### src/rtl/led_frame_sched_if.sv
`default_nettype none
// ---------------------------------------------------------------------------
// led_frame_sched_if : control, colour-RAM read and tx-shifter signals of
//                      the LED frame sequencer.                  Rev 1.0
// ---------------------------------------------------------------------------
interface led_frame_sched_if #(
  parameter int ADDR_W = 4
);
  logic              enable;
  logic              start;
  logic [4:0]        brightness;
  logic              ram_re;
  logic [ADDR_W-1:0] ram_addr;
  logic [23:0]       ram_data;
  logic              tx_req;
  logic [31:0]       tx_data;
  logic              tx_busy;
  logic              frame_busy;
  logic              frame_done;

  modport master (
    input  enable, start, brightness, ram_data, tx_busy,
    output ram_re, ram_addr, tx_req, tx_data, frame_busy, frame_done
  );

  modport slave (
    output enable, start, brightness, ram_data, tx_busy,
    input  ram_re, ram_addr, tx_req, tx_data, frame_busy, frame_done
  );
endinterface
`default_nettype wire

### src/rtl/led_frame_sched.sv
`default_nettype none
// ---------------------------------------------------------------------------
// led_frame_sched : SK9822 frame sequencer - start word, one brightness+colour
//                   word per LED from RAM, end words; single-shot or periodic.
//                                                                  Rev 1.0
// ---------------------------------------------------------------------------
module led_frame_sched #(
  parameter int N_LEDS     = 12,
  parameter int ADDR_W     = 4,
  parameter int END_WORDS  = 1,
  parameter int GAP_CYCLES = 4096
) (
  input  wire logic         ck,
  input  wire logic         rst_n,
  led_frame_sched_if.master bus
);
  localparam int GAP_W = $clog2(GAP_CYCLES + 1);
  localparam int END_B = (END_WORDS > 1) ? $clog2(END_WORDS) : 1;
  localparam logic [ADDR_W-1:0] c_LAST_IDX = ADDR_W'(N_LEDS - 1);
  localparam logic [END_B-1:0]  c_LAST_END = END_B'(END_WORDS - 1);
  localparam logic [GAP_W-1:0]  c_GAP_LOAD = GAP_W'(GAP_CYCLES - 1);

  typedef enum logic [2:0] {
    S_IDLE, S_START_W, S_FETCH, S_CAPTURE, S_ISSUE, S_DRAIN, S_END_W
  } state_t;

  // Which kind of word is currently in flight; DRAIN uses it to pick the next.
  typedef enum logic [1:0] {K_START, K_LED, K_END} kind_t;

  state_t            r_state, w_state;
  kind_t             r_kind, w_kind;
  logic [ADDR_W-1:0] r_idx, w_idx;
  logic [END_B-1:0]  r_end_cnt, w_end_cnt;
  logic [4:0]        r_bri, w_bri;
  logic              r_pend, w_pend;
  logic [GAP_W-1:0]  r_gap, w_gap;
  logic              r_ram_re, w_ram_re;
  logic [ADDR_W-1:0] r_ram_addr, w_ram_addr;
  logic              r_tx_req, w_tx_req;
  logic [31:0]       r_tx_data, w_tx_data;
  logic              r_frame_busy, w_frame_busy;
  logic              r_frame_done, w_frame_done;

  always_ff @(posedge ck or negedge rst_n) begin
    if (!rst_n) begin
      r_state      <= S_IDLE;
      r_kind       <= K_START;
      r_idx        <= '0;
      r_end_cnt    <= '0;
      r_bri        <= '0;
      r_pend       <= 1'b0;
      r_gap        <= '0;
      r_ram_re     <= 1'b0;
      r_ram_addr   <= '0;
      r_tx_req     <= 1'b0;
      r_tx_data    <= '0;
      r_frame_busy <= 1'b0;
      r_frame_done <= 1'b0;
    end else begin
      r_state      <= w_state;
      r_kind       <= w_kind;
      r_idx        <= w_idx;
      r_end_cnt    <= w_end_cnt;
      r_bri        <= w_bri;
      r_pend       <= w_pend;
      r_gap        <= w_gap;
      r_ram_re     <= w_ram_re;
      r_ram_addr   <= w_ram_addr;
      r_tx_req     <= w_tx_req;
      r_tx_data    <= w_tx_data;
      r_frame_busy <= w_frame_busy;
      r_frame_done <= w_frame_done;
    end
  end

  always_comb begin
    w_state      = r_state;
    w_kind       = r_kind;
    w_idx        = r_idx;
    w_end_cnt    = r_end_cnt;
    w_bri        = r_bri;
    w_pend       = r_pend | (r_frame_busy & bus.start);
    w_gap        = r_gap;
    w_tx_req     = 1'b0;
    w_tx_data    = r_tx_data;
    w_frame_busy = r_frame_busy;
    w_frame_done = 1'b0;

    case (r_state)
      S_IDLE: begin
        if (r_pend || bus.start || (bus.enable && (r_gap == '0))) begin
          w_state      = S_START_W;
          w_kind       = K_START;
          w_bri        = bus.brightness;
          w_idx        = '0;
          w_pend       = 1'b0;
          w_frame_busy = 1'b1;
        end else if (r_gap != '0) begin
          w_gap = r_gap - GAP_W'(1);
        end
      end
      S_START_W: begin
        w_tx_data = 32'h0000_0000;
        w_tx_req  = 1'b1;
        w_state   = S_ISSUE;
      end
      S_FETCH: w_state = S_CAPTURE;
      S_CAPTURE: begin
        w_tx_data = {3'b111, r_bri, bus.ram_data};
        w_tx_req  = 1'b1;
        w_state   = S_ISSUE;
      end
      S_ISSUE: begin
        if (bus.tx_busy) w_state  = S_DRAIN;
        else             w_tx_req = 1'b1;
      end
      S_DRAIN: begin
        if (!bus.tx_busy) begin
          case (r_kind)
            K_START: begin
              w_kind  = K_LED;
              w_state = S_FETCH;
            end
            K_LED: begin
              if (r_idx != c_LAST_IDX) begin
                w_idx   = r_idx + ADDR_W'(1);
                w_state = S_FETCH;
              end else begin
                w_kind    = K_END;
                w_end_cnt = '0;
                w_state   = S_END_W;
              end
            end
            default: begin
              if (r_end_cnt != c_LAST_END) begin
                w_end_cnt = r_end_cnt + END_B'(1);
                w_state   = S_END_W;
              end else begin
                w_state      = S_IDLE;
                w_frame_done = 1'b1;
                w_frame_busy = 1'b0;
                w_gap        = c_GAP_LOAD;
              end
            end
          endcase
        end
      end
      S_END_W: begin
        w_tx_data = 32'hFFFF_FFFF;
        w_tx_req  = 1'b1;
        w_state   = S_ISSUE;
      end
      default: w_state = S_IDLE;
    endcase

    // Strobe and address are registered so they line up with the FETCH cycle.
    w_ram_re   = (w_state == S_FETCH);
    w_ram_addr = w_ram_re ? w_idx : '0;
  end

  assign bus.ram_re     = r_ram_re;
  assign bus.ram_addr   = r_ram_addr;
  assign bus.tx_req     = r_tx_req;
  assign bus.tx_data    = r_tx_data;
  assign bus.frame_busy = r_frame_busy;
  assign bus.frame_done = r_frame_done;
endmodule
`default_nettype wire

### src/flat_wrapper.sv
// flat-port wrapper written by rule: the top's interface ports become plain ports
module led_frame_sched_flat 
#(
  parameter int N_LEDS     = 12,
  parameter int ADDR_W     = 4,
  parameter int END_WORDS  = 1,
  parameter int GAP_CYCLES = 4096
)
  (ck, rst_n, bus_enable, bus_start, bus_brightness, bus_ram_data, bus_tx_busy, bus_ram_re, bus_ram_addr, bus_tx_req, bus_tx_data, bus_frame_busy, bus_frame_done);
  led_frame_sched_if #(.ADDR_W(ADDR_W)) bus_i ();
  input  wire logic ck;
  input  wire logic rst_n;
  input wire logic [$bits(bus_i.enable)-1:0] bus_enable;
  input wire logic [$bits(bus_i.start)-1:0] bus_start;
  input wire logic [$bits(bus_i.brightness)-1:0] bus_brightness;
  input wire logic [$bits(bus_i.ram_data)-1:0] bus_ram_data;
  input wire logic [$bits(bus_i.tx_busy)-1:0] bus_tx_busy;
  output wire logic [$bits(bus_i.ram_re)-1:0] bus_ram_re;
  output wire logic [$bits(bus_i.ram_addr)-1:0] bus_ram_addr;
  output wire logic [$bits(bus_i.tx_req)-1:0] bus_tx_req;
  output wire logic [$bits(bus_i.tx_data)-1:0] bus_tx_data;
  output wire logic [$bits(bus_i.frame_busy)-1:0] bus_frame_busy;
  output wire logic [$bits(bus_i.frame_done)-1:0] bus_frame_done;
  assign bus_i.enable = bus_enable;
  assign bus_i.start = bus_start;
  assign bus_i.brightness = bus_brightness;
  assign bus_i.ram_data = bus_ram_data;
  assign bus_i.tx_busy = bus_tx_busy;
  assign bus_ram_re = bus_i.ram_re;
  assign bus_ram_addr = bus_i.ram_addr;
  assign bus_tx_req = bus_i.tx_req;
  assign bus_tx_data = bus_i.tx_data;
  assign bus_frame_busy = bus_i.frame_busy;
  assign bus_frame_done = bus_i.frame_done;
  led_frame_sched #(.N_LEDS(N_LEDS), .ADDR_W(ADDR_W), .END_WORDS(END_WORDS), .GAP_CYCLES(GAP_CYCLES)) u_core (.ck(ck), .rst_n(rst_n), .bus(bus_i));
endmodule
### config.mk
export PLATFORM = sky130hd
export DESIGN_NAME = led_frame_sched_flat
export DESIGN_NICKNAME = d
export VERILOG_FILES = /design/src/rtl/led_frame_sched_if.sv /design/src/rtl/led_frame_sched.sv /design/src/flat_wrapper.sv
export SDC_FILE = /design/constraint.sdc
export NUM_CORES = 1
export LEC_CHECK = 0
export CAP_MARGIN = 5
export CORE_UTILIZATION = 45
export CTS_BUF_LIST = sky130_fd_sc_hd__clkbuf_8
export CTS_CLUSTER_SIZE = 16
export DETAILED_ROUTE_END_ITERATION = 16
export GPL_TIMING_DRIVEN = 1
export PLACE_DENSITY = 0.76
export SETUP_SLACK_MARGIN = 0.1
export SYNTH_ARGS = -nofsm -noshare
export SYNTH_HDL_FRONTEND = slang
export SYNTH_SLANG_ARGS = --single-unit
### constraint.sdc
create_clock -name ck -period 2 [get_ports ck]
set_clock_uncertainty 0.2 [all_clocks]
set_input_delay 0.2 -clock ck [delete_from_list [all_inputs] [get_ports ck]]
set_output_delay 0.2 -clock ck [all_outputs]
set_load 0.02 [all_outputs]
==> out/qor.csv <==
stage;metric;value;unit
setup_path;Worst Reg2Reg Path Length in Cells;5;
yosys;Post-synth ARST share;1.00;
setup_path;r2r endpoint;u_core.r_gap[9];
floorplanning;row count;30;
route;Pre-Repair DR Iteration Count;5;
setup_path;CP max stage delay;0.40;ns
timing;Pins Over Slew Limit;0;
global_route;largest net degree at the start of global routing;46;
yosys;main area contributors after synthesis;dfrtp_1, a22oi_1, o21ai_0;
setup_path;cell mode on critical path;nor3_1;
yosys;Unique masters post-synth;53;
route;vias;2840;
setup_path;Worst Path Max Fanout;6;
timing;Hold Violations, Final;0;
yosys;Synth area leader;dfrtp_1;
yosys;Syn Nets;348;
floorplanning;core area;6760;um2
setup_path;crit path to;u_core.r_gap[9];
route;number of vias per cell;5.73;
setup_path;CP startpoint kind;register;
final_layout;fill count;536;
yosys;Ys Warns;0;
setup_path;Worst setup startpoint;u_core.r_gap[11];
clock_network;H-tree depth;3;
floorplanning;Chip Height;85.4;um
clock_network;CTS Buf Count;9;
yosys;EDFF count, synth;0;
yosys;synthesized area per cell;10.1;um2
floorplanning;Die Area;7290;um2
yosys;post-synth top area share;0.528;
final_layout;fin util;0.662;
pwr;Max VDD drop;900;uV
final_layout;# diodes;0;
final_layout;commonest non-fill, non-tap cell in the layout;clkdlybuf4s50_1;
clock_network;Clock Sink Count;66;
route;DR WL met2;3.93;mm
timing;min cycle time layout;1.99;ns
setup_path;reg2reg start;u_core.r_gap[11];
setup_path;data arrival time of the worst path;2.01;ns
clock_network;CTS Buffer Depth;2;
setup_path;CP endpoint kind;register;
placement;Port Buf Inserts;73;
yosys;FF+latch count, synth;66;
setup_path;slowest CP cell;dfrtp_1;
pwr;power per cell area;1640;nW/um2
yosys;Post-synth top flop;dfrtp_1;
final_layout;post-route design area;4470;um2
floorplanning;Top-Level Pins;74;
clock_network;CTS root buffer;clkbuf_8;
final_layout;commonest non-fill, non-tap cells in the layout;clkdlybuf4s50_1, dfrtp_1, o21ai_0;
placement;Place WS;-0.0994;ns
placement;post-DP HPWL;5.23;mm
timing;final setup violating endpoints;0;
route;DR iter-0 viols;197;
setup_path;CP top delay family;simple AND/OR/NAND/NOR gates;
clock_network;CTS tree;yes;
clock_network;Clock transition at path regs;0.07;ns
setup_path;r2r setup slk;0.01;ns
pwr;Leakage;1.93;nW
global_route;grt total ovfl;0;
global_route;initial antenna violation count;0;
global_route;vias in the first global route;2670;
route;DRC Markers;0;
job;Max-Cap Viols;0;
yosys;share of the yosys chip area belonging to registers;0.528;
route;top layer in use;met4;
final_layout;Area growth, synth to finish;43.0;%
route;Post-Route WL;7.94;mm
placement;Final GP Congestion;0.874;
placement;DP Area;4100;um2
timing;fmax;503;MHz
timing;Fin Hold WS;0.170;ns
timing;worst-margin pin slew;0.556;ns
global_route;first-pass GRT wire length;12.7;mm
yosys;post-synthesis cell count;311;
route;post-route ant nets;0;
setup_path;CP Buf/Inv Count;1;
clock_network;Worst-Skew Late Latency;0.34;ns
hold_path;Tightest Hold Check Type;primary input to async pin;
yosys;mapped cell area;3130;um2
final_layout;share of layout cells above drive strength 1;0.202;
setup_path;critical path depth;5;
timing;final worst-path cycle share;0.994;
global_route;total track usage;0.223;
run_status;outcome;finished clean;
setup_path;cells along the critical path;nor3_1 > buf_4 > and4_4 > nor3_1 > or3b_1;
route;M1 WL;3.50;mm
final_layout;net count reported at finish;450;
floorplanning;initial cell density of the core;0.463;
setup_path;CP required;2.02;ns
route;wire per inst;16.0;um
setup_path;CP Class;register to register;
timing;max_slew headroom;0.629;
route;WL met3;342;um
floorplanning;Chip Width;85.4;um
timing;final worst-path setup slack;0.0117;ns
timing;RSZ-0062 raised after global routing;true;
[power breakdown]
| part | leakage [nW] | switching (mW) | internal [mW] | total (mW) |
|---|---|---|---|---|
| Sequential | 0.787 | 0.427 | 1.86 | 2.28 |
| Clock | 0.101 | 0.490 | 0.626 | 1.12 |
| Combinational | 1.04 | 2.03 | 1.91 | 3.94 |
[repair_timing]
action	CTS	global route
gates cloned	0	1
hold buffers	1	0
buffers inserted	3	3
pin swaps	4	8
endpoints found under the setup margin	14	18
resized for setup	4	23
endpoints found under the hold margin	66	0
[Yosys cell counts, types with 4 or more instances]
library cell and instances:
a21oi_1 6, a22oi_1 29, clkbuf_1 13, dfrtp_1 66, inv_1 8, mux2_2 5
mux2i_1 6, nand2_1 36, nand3_1 6, nand4_1 5, nor2_1 22, nor3_1 9
o21ai_0 38, or2_2 4
[flip-flops by register name (all words and copies together) (netlist names)]
| register | flops |
|---|---|
| u_core.r_pend | 1 |
| u_core.bus.frame_busy | 1 |
| u_core.r_bri | 5 |
| u_core.bus.ram_addr | 4 |
| u_core.bus.tx_req | 1 |
| u_core.bus.ram_re | 1 |
| u_core.r_idx | 4 |
| u_core.bus.tx_data | 30 |
| u_core.r_kind | 2 |
| u_core.r_state | 3 |
| u_core.bus.frame_done | 1 |
| u_core.r_gap | 13 |
[final cells by class]
| type | instances | area [um2] | share of cell area |
|---|---|---|---|
| sequential | 66 | 1650 | 0.370 |
| multi-input combinational | 219 | 1470 | 0.329 |
| timing repair buffer | 109 | 1020 | 0.228 |
| clock buffer | 11 | 151 | 0.0339 |
| tap | 80 | 100 | 0.0224 |
| clock inverter | 3 | 40.0 | 0.00896 |
| inverter | 8 | 33.8 | 0.00756 |
[worst min-delay path, stage by stage]
cell and delay [ns]:
dlygate4sd3_1 0.52, buf_2 0.11, buf_4 0.27
[worst min-delay path by stage]
| stage | startpoint | end | slack [ns] | cells after the start |
|---|---|---|---|---|
| 4_1_cts | rst_n | u_core.r_gap[9] | 0.19 | 3 |
| 2_1_floorplan | rst_n | u_core.bus.frame_busy | -0.30 | 0 |
| 3_5_place_dp | rst_n | u_core.r_gap[5] | 0.004 | 2 |
| 6_report | rst_n | u_core.r_gap[9] | 0.17 | 3 |
| 3_3_place_gp | rst_n | u_core.r_gap[9] | 0.002 | 2 |
| 5_1_grt | rst_n | u_core.bus.tx_data[28] | 0.21 | 3 |
[logic make-up (layout without fill, tap and decap cells)]
group / after synthesis / count (layout) / synth area share
flip-flops: 66 / 66 / 0.528
XOR/XNOR: 2 / 2 / 0.00560
multiplexers: 11 / 11 / 0.0372
AO/OA/AOI/OAI: 88 / 88 / 0.180
buffers and inverters: 27 / 131 / 0.0392
adder cells (fa/ha/maj): 3 / 3 / 0.0120
AND/OR/NAND/NOR: 114 / 115 / 0.198
[metal layers]
layer | track usage | up-vias
met4 | 0.0939 | 0
met5 | 0 | -
met3 | 0.0340 | 18
li1 | - | 1337
met2 | 0.356 | 89
met1 | 0.307 | 1396
[per-stage QoR]
stage / total power [mW] / setup TNS, ns / cells
after floorplan: 4.37 / 0 / 311
after global placement: 5.63 / -0.291 / 474
after detailed placement: 5.77 / -0.628 / 474
after CTS: 7.00 / 0 / 492
after global routing: 7.83 / -0.277 / 496
final: 7.34 / 0 / 496
(Power assumes the default switching activity.)
